`config.mk`:
```
export PLATFORM = sky130hd
export DESIGN_NAME = imem_loader
export DESIGN_NICKNAME = d
export VERILOG_FILES = /design/src/rtl/imem_loader.sv
export SDC_FILE = /design/constraint.sdc
export NUM_CORES = 1
export LEC_CHECK = 0
export CAP_MARGIN = 25
export CORE_AREA = 2 2 121 123
export CTS_CLUSTER_DIAMETER = 40
export DETAILED_ROUTE_END_ITERATION = 10
export DIE_AREA = 0 0 123 125
export PLACE_DENSITY = 0.71
export SLEW_MARGIN = 20
export SYNTH_ARGS = -nofsm -noshare
export SYNTH_HDL_FRONTEND = slang
export SYNTH_SLANG_ARGS = --single-unit
```
`constraint.sdc`:
```
create_clock -name clk -period 6.5 [get_ports clk]
set_input_delay 1.625 -clock clk [delete_from_list [all_inputs] [get_ports clk]]
set_output_delay 1.625 -clock clk [all_outputs]
set_load 0.01 [all_outputs]
```
`src/rtl/imem_loader.sv`:
```
// imem_loader: boot-time writer that streams a framed, checksummed byte image
// into instruction memory as little-endian words, holding the core in reset until done.
module imem_loader #(
    parameter int          DEPTH     = 1024,
    parameter logic [31:0] BASE_ADDR = 32'h0000_0000
) (
    input  logic        clk,
    input  logic        rst,
    input  logic        in_valid,
    input  logic [7:0]  in_data,
    output logic        in_ready,
    output logic        we,
    output logic [31:0] waddr,
    output logic [31:0] wdata,
    output logic        core_rst,
    output logic        done,
    output logic        error
);
    localparam int IW = $clog2(DEPTH + 1);

    typedef enum logic [2:0] {HDR, DATA, CSUM, DONE, ERR} state_t;

    state_t          state_q;
    logic [31:0]     cnt_q;
    logic [1:0]      bcnt_q;
    logic [IW-1:0]   idx_q;
    logic [7:0]      sum_q;
    logic [23:0]     asm_q;
    logic            acc;
    logic            last_byte;
    logic            last_word;
    logic [31:0]     cnt_d;
    logic [31:0]     word_d;
    logic [7:0]      sum_d;

    // Bytes enter at the top and shift down, so the first byte ends up least significant.
    assign acc       = in_valid & in_ready;
    assign cnt_d     = {in_data, cnt_q[31:8]};
    assign word_d    = {in_data, asm_q};
    assign sum_d     = sum_q + in_data;
    assign last_byte = bcnt_q == 2'd3;
    assign last_word = 32'(idx_q) == cnt_q - 32'd1;

    always_ff @(posedge clk or negedge rst) begin
        if (!rst) begin
            state_q  <= HDR;
            cnt_q    <= '0;
            bcnt_q   <= '0;
            idx_q    <= '0;
            sum_q    <= '0;
            asm_q    <= '0;
            in_ready <= 1'b0;
            we       <= 1'b0;
            waddr    <= '0;
            wdata    <= '0;
            core_rst <= 1'b1;
            done     <= 1'b0;
            error    <= 1'b0;
        end else begin
            we <= 1'b0;
            case (state_q)
                HDR: begin
                    in_ready <= 1'b1;
                    if (acc) begin
                        cnt_q  <= cnt_d;
                        sum_q  <= sum_d;
                        bcnt_q <= bcnt_q + 2'd1;
                        if (last_byte) begin
                            if (cnt_d > 32'(DEPTH)) begin
                                state_q  <= ERR;
                                error    <= 1'b1;
                                in_ready <= 1'b0;
                            end else begin
                                state_q <= (cnt_d == 32'd0) ? CSUM : DATA;
                            end
                        end
                    end
                end
                DATA: begin
                    if (acc) begin
                        asm_q  <= word_d[31:8];
                        sum_q  <= sum_d;
                        bcnt_q <= bcnt_q + 2'd1;
                        if (last_byte) begin
                            we    <= 1'b1;
                            waddr <= BASE_ADDR + (32'(idx_q) << 2);
                            wdata <= word_d;
                            idx_q <= idx_q + IW'(1);
                            if (last_word) state_q <= CSUM;
                        end
                    end
                end
                CSUM: begin
                    if (acc) begin
                        in_ready <= 1'b0;
                        if (in_data == sum_q) begin
                            state_q  <= DONE;
                            done     <= 1'b1;
                            core_rst <= 1'b0;
                        end else begin
                            state_q <= ERR;
                            error   <= 1'b1;
                        end
                    end
                end
                default: in_ready <= 1'b0;
            endcase
        end
    end
endmodule

```
==> results of run 1 <==
area by class of cell:
class	instances	area, µm²
Clock inverter	11	106
Timing Repair Buffer	64	632
Fill cell	1257	6810
Tap cell	184	230
Sequential cell	128	3200
Inverter	18	67.6
Clock buffer	20	467
Multi-Input combinational cell	434	2690
routing by layer:
metal,track usage,share of wire
met5,0,0
met4,0.0689,0.018
met3,0.0488,0.038
met2,0.295,0.48
met1,0.247,0.46
per-stage QoR:
| stage | worst slack, ns | total power [µW] | cells |
|---|---|---|---|
| after floorplan | 3.15 | 833 | 634 |
| after global placement | 1.74 | 851 | 826 |
| after detailed placement | 2.17 | 852 | 827 |
| after CTS | 2.54 | 1760 | 858 |
| after global routing | 2.32 | 1810 | 859 |
| final | 2.53 | 1750 | 859 |
how the worst max path moves through the flow:
stage,to,cells after the start
after floorplan,sum_q[7],7
after global placement,idx_q[3],8
after detailed placement,idx_q[3],8
after CTS,idx_q[3],8
after global routing,idx_q[3],8
final,idx_q[3],8
worst reg2reg max path, stage by stage (launching register included):
cell and delay, ns:
dfrtp_1 0.44, inv_1 0.10, ha_1 0.19, nor4b_2 0.67, nand2_1 0.29, a211oi_1 0.35
o221ai_1 0.18, a2111o_1 0.45, a2bb2oi_1 0.16
flip-flops by register name, indices dropped and copies added (netlist names):
signal,count
cnt_q,32
wdata,32
asm_q,24
idx_q,11
waddr,11
sum_q,8
state_q,3
bcnt_q,2
core_rst,1
done,1
error,1
in_ready,1
we,1
cells in the mapped netlist, types with 3 or more instances:
library cell | instances | area share
o211ai_1 | 4 | 0.0048
xnor2_1 | 18 | 0.025
nor2_1 | 17 | 0.010
nand4_1 | 9 | 0.0091
dfrtp_1 | 127 | 0.51
nor4_1 | 10 | 0.010
clkbuf_1 | 18 | 0.011
a21o_1 | 3 | 0.0036
buf_4 | 22 | 0.027
a2111o_1 | 3 | 0.0054
buf_1 | 8 | 0.0048
or3_1 | 4 | 0.0040
o21ai_0 | 21 | 0.017
a211oi_1 | 4 | 0.0048
nor3_1 | 9 | 0.0073
or4_1 | 7 | 0.0085
nand2_1 | 163 | 0.099
mux2_2 | 48 | 0.087
o31ai_1 | 6 | 0.0073
a2111oi_0 | 3 | 0.0042
a21oi_1 | 6 | 0.0048
inv_1 | 18 | 0.011
nand3_1 | 11 | 0.0089
ha_1 | 10 | 0.020
and3_1 | 3 | 0.0030
a31oi_1 | 3 | 0.0030
xor2_1 | 14 | 0.020
report_power, final:
part / total [µW] / internal, µW / switching (µW)
Sequential: 797 / 797 / 0
Clock: 909 / 556 / 353
Combinational: 40.4 / 9.30 / 31.1
cell families (layout without fill, tap and decap cells):
| kind of cell | after synthesis | after routing | share of synthesized area |
|---|---|---|---|
| AND/OR/NAND/NOR | 251 | 251 | 0.183 |
| flip-flops | 128 | 128 | 0.517 |
| buffers and inverters | 72 | 113 | 0.0629 |
| AO/OA/AOI/OAI | 69 | 69 | 0.0777 |
| multiplexers | 50 | 50 | 0.0904 |
| XOR/XNOR | 32 | 32 | 0.0452 |
| adder cells (fa/ha/maj) | 11 | 11 | 0.0234 |
| other | 1 | 21 | 0.000605 |
==> results.json, run 1 <==
{
  "wl_per_cell_um": 15.7,
  "cts.clk_slew.worst_paths_ns": 0.06,
  "post_cts_resized": 0,
  "synthDistinctLibCells": 62,
  "syn_inst": 614,
  "rr_endpoint": "state_q[0]",
  "ys.warnings.count": 0,
  "cts_buffers": 17,
  "syn_avg_cell_area_um2": 10.1,
  "drive_gt1_frac": 0.150,
  "setup_violations": 0,
  "hold_buffers": 0,
  "grt_max_degree": 86,
  "cp.required_ns": 6.80,
  "finalCriticalPeriod_ns": 3.97,
  "drc": 0,
  "final_common_cell": "nand2_1",
  "critPathMostFrequentCell": "buf_4",
  "root_buffer": "clkbuf_16",
  "fin_nets": 685,
  "placementRows": 44,
  "final_core_util": 0.521,
  "max_stage_delay_ns": 0.57,
  "skew_ns": 0.00581,
  "dieWidth_um": 123,
  "cts_tree": "built",
  "hpwl_um": 9140,
  "ir_drop_mv": 0.164,
  "yosysSeqAreaShare": 0.517,
  "cp-start-kind": "primary input",
  "ys.flop_type": "dfrtp_1",
  "grt_pass1_vias": 4423,
  "first_iter_violations": 221,
  "critPathTopFamily": "buffers and inverters",
  "post_cts_buffers": 0,
  "crit_slowest_cell": "clkdlybuf4s50_1",
  "portBuffers": 58,
  "grt_pass1_wl_um": 22500,
  "coreArea_mm2": 0.0142,
  "tightest_slew_ns": 0.798,
  "viasPerCell": 5.28,
  "worstPathMaxFanout": 48,
  "diodes": 0,
  "worst_hold_slack_ns": 0.465,
  "clkLatencyLatePin_ns": 0.42,
  "die_area_mm2": 0.0154,
  "grt_usage": 0.187,
  "hold_viol": 0,
  "firstDrtPassIters": 5,
  "drtAntennaViolNets": 0,
  "vias": 4537,
  "hold_path_class": "flip-flop to flip-flop",
  "rsz0062_at_grt": "false",
  "hold_depth": 2,
  "maxSlewHeadroom": 0.466,
  "critPathBufInv": 4,
  "start_util": 0.437,
  "reg2reg_depth": 8,
  "cts_buffer_depth": 2,
  "maxCapViolCount": 0,
  "clock-sinks": 128,
  "p_leak_uw": 0.00359,
  "critPathCaptureType": "flip-flop",
  "hold_end": "wdata[5]",
  "r2r-start": "cnt_q[0]",
  "grt_overflow": 0,
  "path_class": "primary input to flip-flop",
  "tns_ns": 0,
  "drt-total-wl_um": 13500,
  "gp_congestion": 0.870,
  "boundaryPins": 80,
  "drv_slew": 0,
  "arrival_ns": 4.27,
  "synth_edf_count": 0,
  "placed_cell_area_mm2": 0.00681,
  "critPathLaunch": "in_valid",
  "max_freq_ghz": 0.252,
  "synth-async-reset-ratio": 1.00,
  "r2r_slack_ns": 3.56,
  "antenna_found_initial": 0,
  "syn2layout_area_growth_pct": 19.3,
  "htreeDepth": 4,
  "min_from": "asm_q[5]",
  "period_share": 0.611,
  "final_cell_mix": "nand2_1, dfrtp_1, clkdlybuf4s50_1",
  "status": "finished clean",
  "synth-seq-cells": 128,
  "power_density_mw_per_mm2": 236,
  "crit_chain": "clkdlybuf4s50_1 > nor4bb_1 > nand3_2 > buf_4 > inv_1 > buf_4 > nand4_1 > xnor2_1",
  "finish.instance_area_mm2": 0.00740,
  "syn_area_mm2": 0.00620,
  "die_y_um": 125
}
No activity file was read; power rests on OpenSTA's default activity.
==> run 2, diff against run 1 <==
- PLACE_DENSITY: 0.71 -> 0.74
- clock period: 6.5 -> 3.28 ns (I/O delays scaled with it)
==> run 2 against run 1 <==
  * Register-to-register slack got worse by 3.3 ns
  * Hold slack worse by 0.058 ns
  * Non-clock buffer count grew 4
  * Via count rose by 0.55%
  * Sequential power up 98%
  * Sequential share of layout area shrank 0.84 points
==> results.json, run 2 (synthesized netlist as in run 1, its figures left out) <==
{
  "period_share": 0.908,
  "grt_overflow": 0,
  "cp-start-kind": "flip-flop",
  "grt_usage": 0.194,
  "start_util": 0.437,
  "skew_ns": 0.00620,
  "path_class": "flip-flop to flip-flop",
  "clock-sinks": 128,
  "hold_viol": 0,
  "reg2reg_depth": 8,
  "regArea_mm2": 0.00320,
  "finalNonFillerCells": 862,
  "p_total_uw": 3810,
  "final_cell_mix": "nand2_1, dfrtp_1, clkdlybuf4s50_1",
  "arrival_ns": 3.28,
  "gp_congestion": 0.955,
  "maxCapViolCount": 0,
  "die_y_um": 125,
  "tns_ns": 0,
  "first_iter_violations": 343,
  "drive_gt1_frac": 0.153,
  "firstDrtPassIters": 5,
  "worst_hold_slack_ns": 0.407,
  "ir_drop_mv": 0.363,
  "largestRegisters": "cnt_q x32, wdata x32, asm_q x24",
  "place_inst": 832,
  "cp.required_ns": 3.58,
  "r2r_slack_ns": 0.30,
  "dieWidth_um": 123,
  "final_core_util": 0.531,
  "syn2layout_area_growth_pct": 21.6,
  "n_fill_cell": 1229,
  "diodes": 0,
  "drt-total-wl_um": 13900,
  "drc": 0,
  "boundaryPins": 80,
  "finalCriticalPeriod_ns": 2.98,
  "drv_slew": 0,
  "status": "finished clean",
  "drtAntennaViolNets": 0,
  "rr_endpoint": "state_q[0]",
  "coreArea_mm2": 0.0142,
  "hold_path_class": "primary input to async pin",
  "wl_per_cell_um": 16.1,
  "vias": 4562,
  "cts_buffers": 17,
  "tightest_slew_ns": 0.768,
  "rsz0062_at_grt": "false",
  "viasPerCell": 5.29,
  "maxSlewHeadroom": 0.487,
  "setup_violations": 0,
  "grt_pass1_wl_um": 23300,
  "cts.clk_slew.worst_paths_ns": 0.06,
  "placementRows": 44,
  "worstPathMaxFanout": 9,
  "post_cts_buffers": 0,
  "antenna_found_initial": 0,
  "die_area_mm2": 0.0154,
  "multi_input_area_mm2": 0.00269,
  "grt_pass1_vias": 4622,
  "post_cts_resized": 0,
  "clkLatencyLatePin_ns": 0.41,
  "final_common_cell": "nand2_1",
  "portBuffers": 58,
  "hpwl_um": 9530,
  "cts_buffer_depth": 2,
  "grt_max_degree": 61,
  "htreeDepth": 4,
  "power_density_mw_per_mm2": 505,
  "fin_nets": 689,
  "cts_tree": "built",
  "root_buffer": "clkbuf_16",
  "max_freq_ghz": 0.336,
  "p_leak_uw": 0.00366,
  "r2r-start": "cnt_q[0]",
  "hold_buffers": 0,
  "critPathCaptureType": "flip-flop"
}
run 2: worst max path at each step:
stage | startpoint | slack, ns | endpoint | depth (start not counted)
after global routing | cnt_q[0] | 0.08 | state_q[0] | 8
after CTS | cnt_q[0] | 0.35 | state_q[0] | 8
final | cnt_q[0] | 0.30 | state_q[0] | 8
after floorplan | in_data[1] | 0.74 | sum_q[7] | 7
after global placement | in_data[1] | 0.14 | sum_q[7] | 8
after detailed placement | in_data[1] | 0.09 | sum_q[7] | 8
run 2: cell type report:
| class | count | share of cell area |
|---|---|---|
| Sequential cell | 128 | 0.425 |
| Multi-Input combinational cell | 434 | 0.357 |
| Timing Repair Buffer | 68 | 0.0899 |
| Clock buffer | 20 | 0.0619 |
| Tap cell | 184 | 0.0305 |
| Clock inverter | 10 | 0.0274 |
| Inverter | 18 | 0.00896 |
run 2: critical path, cell delays in order, from the launching register on:
cell       delay, ns
dfrtp_1         0.42
inv_1           0.09
ha_1            0.20
nor4b_2         0.65
nand2_1         0.29
a211oi_1        0.39
o221ai_1        0.20
a2111o_1        0.45
a2bb2oi_1       0.16
run 2: stage by stage:
| stage | setup slack, ns | instance area, µm² |
|---|---|---|
| after CTS | 0.348 | 7540 |
| final | 0.301 | 7540 |
| after global placement | 0.137 | 6870 |
| after detailed placement | 0.0899 | 6870 |
| after global routing | 0.0819 | 7540 |
| after floorplan | 0.736 | 6280 |
run 2: metal layers:
metal  routed length, µm  GRT usage  vias to the layer above
li1                    -          -                     2163
met1                6470      0.265                     2244
met2                6600      0.300                      139
met3                 608     0.0443                       16
met4                 187     0.0775                        0
met5                   0          0                        -
run 2: report_power, final:
part | switching (µW) | total, µW | internal [µW] | leakage (µW)
sequential | 0 | 1580 | 1580 | 0.00174
clock | 670 | 2150 | 1480 | 0.000328
combinational | 62.1 | 82.5 | 20.4 | 0.00160
==> run 3, diff against run 2 <==
- CAP_MARGIN: 25 -> 10
==> results of run 3 <==
No change in the layout: final DEF, timing and power equal those of run 2.
